$ cat config.mk
export PLATFORM = sky130hd
export DESIGN_NAME = down_counter_ld
export DESIGN_NICKNAME = d
export VERILOG_FILES = /design/src/rtl/down_counter_ld.sv
export SDC_FILE = /design/constraint.sdc
export NUM_CORES = 1
export LEC_CHECK = 0
export CORE_AREA = 3 3 40 42
export DETAILED_ROUTE_END_ITERATION = 8
export DIE_AREA = 0 0 43 45
export REMOVE_ABC_BUFFERS = 1
export SLEW_MARGIN = 10
export SYNTH_ARGS = -nofsm -noshare
export SYNTH_HDL_FRONTEND = slang
export SYNTH_SLANG_ARGS = --single-unit
$ cat constraint.sdc
create_clock -name clk -period 1.8 [get_ports clk]
set_input_delay 0.27 -clock clk [delete_from_list [all_inputs] [get_ports clk]]
set_output_delay 0.27 -clock clk [all_outputs]
set_load 0.05 [all_outputs]
$ cat src/rtl/down_counter_ld.sv
// down_counter_ld
//
// Loadable modulo-2^WIDTH down counter used as a reload/timeout timer in the
// counter library. It has two modes:
//   - wrap mode (mode=0): free-running. The count goes from 0 back to MAX.
//   - one-shot mode (mode=1): the count stops at 0 and raises a sticky done
//     flag. Only a load or a reset releases it.
//
// Ports:
//   clk      - system clock; all state updates on the rising edge
//   reset    - asynchronous, active-high reset (Q=MAX, tc=0, done=0, RUN)
//   en       - count enable; decrement on the rising edge when high
//   load     - synchronous load strobe; takes priority over en
//   load_val - value loaded into Q when load=1
//   mode     - 0 = wrap, 1 = one-shot
//   Q        - current count, registered
//   tc       - terminal-count pulse, registered, one cycle wide
//   done     - one-shot completion flag, registered, sticky

module down_counter_ld #(
  parameter int WIDTH = 3
) (
  input  logic             clk,
  input  logic             reset,
  input  logic             en,
  input  logic             load,
  input  logic [WIDTH-1:0] load_val,
  input  logic             mode,
  output logic [WIDTH-1:0] Q,
  output logic             tc,
  output logic             done
);

  typedef enum logic {
    RUN  = 1'b0,
    DONE = 1'b1
  } state_t;

  localparam logic [WIDTH-1:0] MAX = {WIDTH{1'b1}};
  localparam logic [WIDTH-1:0] ONE = {{(WIDTH-1){1'b0}}, 1'b1};
  localparam logic [WIDTH-1:0] ZERO = {WIDTH{1'b0}};

  state_t state;

  // Controller and datapath in one registered process.
  // Priority on each edge is reset, then load, then the state's own behaviour.
  // A load always returns the counter to RUN with tc and done cleared, so a
  // load that lands on a zero-count edge suppresses the terminal event.
  // tc defaults low on every non-reset edge. It is raised only on the edge
  // that consumes the zero count, which keeps it exactly one cycle wide.
  // In DONE, en and mode are ignored, and Q and done are re-asserted each
  // cycle so the expired state stays pinned.
  always_ff @(posedge clk or posedge reset) begin
    if (reset) begin
      Q     <= MAX;
      tc    <= 1'b0;
      done  <= 1'b0;
      state <= RUN;
    end else if (load) begin
      Q     <= load_val;
      tc    <= 1'b0;
      done  <= 1'b0;
      state <= RUN;
    end else begin
      tc <= 1'b0;
      case (state)
        RUN: begin
          if (en) begin
            if (Q != ZERO) begin
              Q <= Q - ONE;
            end else if (!mode) begin
              Q  <= MAX;
              tc <= 1'b1;
            end else begin
              Q     <= ZERO;
              tc    <= 1'b1;
              done  <= 1'b1;
              state <= DONE;
            end
          end
        end
        DONE: begin
          Q    <= ZERO;
          done <= 1'b1;
        end
        default: begin
          Q     <= MAX;
          done  <= 1'b0;
          state <= RUN;
        end
      endcase
    end
  end

endmodule

Word level (Yosys, flattened, before mapping) --
Index checks and enable logic that the tools add are counted.
Operators by class: reductions and logical operators 2, bitwise gates (word level) 1, eq/ne operators 3, multiplexer cells 19, add/subtract/negate cells 1
Operators with widths (number):
- $mux 1 | 13
- $mux 3 | 4
- $ne 3x3->1 const B | 3
- $pmux 3 s2 | 1
- $reduce_and 3->1 | 1
- $reduce_bool 3->1 | 1
- $sub 3x1->3 const B | 1
- $pmux 1 s2 | 1
- $not 1->1 | 1
Word-level totals: output and inout port bits 5, logic and storage cells 30, register bits 6, bits of input ports 8

Depth between registers and ports, before layout --
word-level depth 5, mapped depth 5, gate-level depth less buffers 5

Worst setup path before layout --
No wires, ideal clock.
path type reg2reg, from register Q[0], to register Q[0], setup time 0.084 ns, buffers on the path 0, period minus slack after synthesis 1.613 ns, data required time 1.716 ns, stages on the path, launching flop included 6, arrival 1.529 ns, path slack 0.187 ns, path through dfstp_2 > inv_1 > ha_1 > nand2b_1 > nand2_1 > a221o_2
Between the ends: cells in the longest elaborated chain, start to end 5, elaborated cells between the ends (all ways) 6, those cells by class add/sub: 1; mux: 4; reduce/logical: 1
Ends and longest elaborated chain:
- start: declaration | line 29 | output logic [WIDTH-1:0] Q,
- start signal: assignment | line 60 | Q <= load_val;
- start signal: assignment | line 70 | Q <= Q - ONE;
- $sub 3x1->3 / $reduce_bool 3->1 (equally long branches) | line 70, 69
- $mux 3 * | line 69 | if (Q != ZERO) begin
- $mux 3 * | line 68 | if (en) begin
- $pmux 3 s2 * | line 66 | case (state)
- $mux 3 * | line 59 | end else if (load) begin
Every way passes the cells marked *; elsewhere a longest branch is shown, timed or not. The select of a mux whose other input is x is not followed. A chain may end at the register's enable or synchronous reset.

Worst setup path after layout --
from register done, to output done
RTL lines:
- start: declaration | line 31 | output logic done
- start signal: assignment | line 57 | done <= 1'b0;
- start signal: assignment | line 62 | done <= 1'b0;
- start signal: assignment | line 77 | done <= 1'b1;
No word-level cell between the ends.

==> results.cfg <==
[pwr]
vdd_drop_max_uv = 379
power_leakage_nw = 0.217
power_density_nw_per_um2 = 940

[worst_setup_path]
worst-path-max-fanout = 2
critical_path_buf_inv_count = 1
reg2reg_from = Q[0]
rrSetupSlack_ns = 0.34
r2r_cells = 5
worstSetupStartpointType = register
slowest_delay_ns = 0.80
r2r_end = Q[2]
path_cells = clkdlybuf4s50_1
critical_path_class = register to output pin
cp-end-kind = output pin
cp.depth = 1
startpoint = done
slowest_stage = clkdlybuf4s50_1
cp-endpoint = done
critPathTopFamily = buffers and inverters
crit_arrival_ns = 1.40
cp_data_required_time_ns = 1.53

[floorplanning]
start_util_pct = 26.5
die_area_sq_um = 1940
fp.dieH_um = 45
dieWidth_um = 43
rows = 13
core_sq_um = 1280
io_pins = 13

[route]
wirelength_um = 737
ant_nets = 0
dr.first_iter.drc_count = 3
drt-wirelength-per-cell_um = 11.3
vias_per_cell = 4.48
vias = 291
drc_errors = 0
dr.pass1.iters = 3

[final_layout]
seq_area_sq_um = 154
drive_gt1_share_pct = 30.0
multi_input_area_sq_um = 160
nFillCells = 135
fin_nets = 61
finalNonFillerCells = 65
synthToLayoutAreaGrowth_pct = 45.2
diodes = 0

[clock_network]
root_buffer = clkbuf_4
cts_resized = 0
clk_path_buf_depth = 2
cts_tree = built
cts.reportedPaths.clkPinSlew_ns = 0.05
clock-sinks = 6
clk-insertion-delay-late_ns = 0.25
post_cts_buffers = 0
cts_htree_levels = 1
ctsHoldBuffers = 0
cts_inserted_buffers = 3

[logic_synthesis]
synth_top_flop_cell = dfstp_2
synth_seq_area_share_pct = 45.2
synth_top_area_share_pct = 23.2
syn_inst = 34
synth_seq_cells = 6
ys_top_cells_by_count = inv_1, a21oi_1, dfrtp_1, dfstp_2, nand2_1
synth.distinct_cells = 19
yosys-top-cells-area = dfstp_2, dfrtp_1, ha_1, a221o_2, a21oi_1
synth_edf_count = 0
yosys.area.top_type = dfstp_2
ys_warn_count = 0
async_flop_share_pct = 100
yosysMostFrequentCell = inv_1
syn_area_per_cell_sq_um = 10.0
netlist_area_sq_um = 340

[sta]
final_hold_viol_count = 0
grt_setup_unrepaired = no
fmax_mhz = 600
slew_viol_final = 0
tightest_slew_ns = 0.491
setup_tns_ns = 0
relSlewSlack_pct = 67.2
setup_viol = 0
skew_ns = 0.00141
finalCriticalPeriod_ns = 1.67
min_period_over_period_pct = 92.6

[global_route]
grt_max_degree = 9
grt_pass1_vias = 318
grt_overflow = 0
grt_pass1_wl_um = 1310
antenna_found_initial = 0
grt_usage_pct = 9.79

[placement]
place_hpwl_um = 582
dp_cells = 61
port_buffers = 12
gp_congestion = 0.712

[run_status]
outcome = completed

[run]
drv_cap = 0

[hold_path]
hold_class = input port to async pin
[layout by cell type (no fill, tap or decap)]
master	synthesis	layout
clkdlybuf4s50_1	0	9
inv_1	4	4
buf_4	0	4
dfstp_2	3	3
nand2_1	3	3
a21oi_1	3	3
clkbuf_4	0	3
dfrtp_1	3	3
nor4_1	2	2
a221o_2	2	2
nor2_1	2	2
ha_1	2	2
nor2b_1	1	1
or3b_4	1	1
a21oi_2	1	1
nand2b_1	1	1
or2_2	1	1
a21o_1	1	1
nor4b_1	1	1
o21ai_1	1	1
a31oi_1	1	1
clkbuf_1	0	1
[state kept, by name (all words and copies together), names as in the netlist]
name,flops
Q,3
tc,1
done,1
state,1
[cell families (layout without fill, tap and decap cells)]
family          count (synthesis)  in the layout  share of synthesized area, %
simple gates                   12             12                          20.6
compound gates                  9              9                          19.1
flops                           6              6                          45.2
buf+inv                         5             21                          7.72
fa+ha+maj                       2              2                          7.35
[cell type report]
| cell class | instances | share of cell area, % |
|---|---|---|
| clock buffers | 4 | 5.32 |
| inverters | 4 | 3.04 |
| multi-input cells | 23 | 32.4 |
| flip-flops and latches | 6 | 31.1 |
| well taps | 15 | 3.80 |
| repair buffers | 13 | 24.3 |
[per-layer routing]
metal / up-vias / wire [um] / global-route usage, %
met4: 0 / 0 / 9.04
met5: - / 0 / 0
li1: 154 / - / -
met1: 127 / 325 / 10.0
met3: 0 / 61 / 4.38
met2: 10 / 351 / 15.0
[stage by stage]
stage | setup WS, ns | instance area, sq um | power (mW) | utilization [%] | hold slack, ns
3_5_place_dp | 0.203 | 468 | 0.329 | 36.4 | 0.507
4_1_cts | 0.115 | 494 | 0.475 | 38.5 | 0.234
5_1_grt | 0.0667 | 494 | 0.498 | 38.5 | 0.254
6_report | 0.133 | 494 | 0.465 | 38.5 | 0.236
3_3_place_gp | 0.220 | 468 | 0.329 | 36.4 | 0.504
2_1_floorplan | 0.187 | 329 | 0.273 | - | 0.0588
[how the worst min path moves through the flow]
stage	startpoint	end
after floorplan	reset	done
after global placement	reset	tc
after detailed placement	reset	tc
after CTS	reset	tc
after global routing	reset	state
final	reset	tc
[power by group]
part | internal [mW] | switching [mW] | total, mW
Clock | 0.0844 | 0.0554 | 0.140
Combinational | 0.0649 | 0.0927 | 0.158
Sequential | 0.156 | 0.0109 | 0.167
Total | 0.306 | 0.159 | 0.465
(Power assumes the default switching activity.)
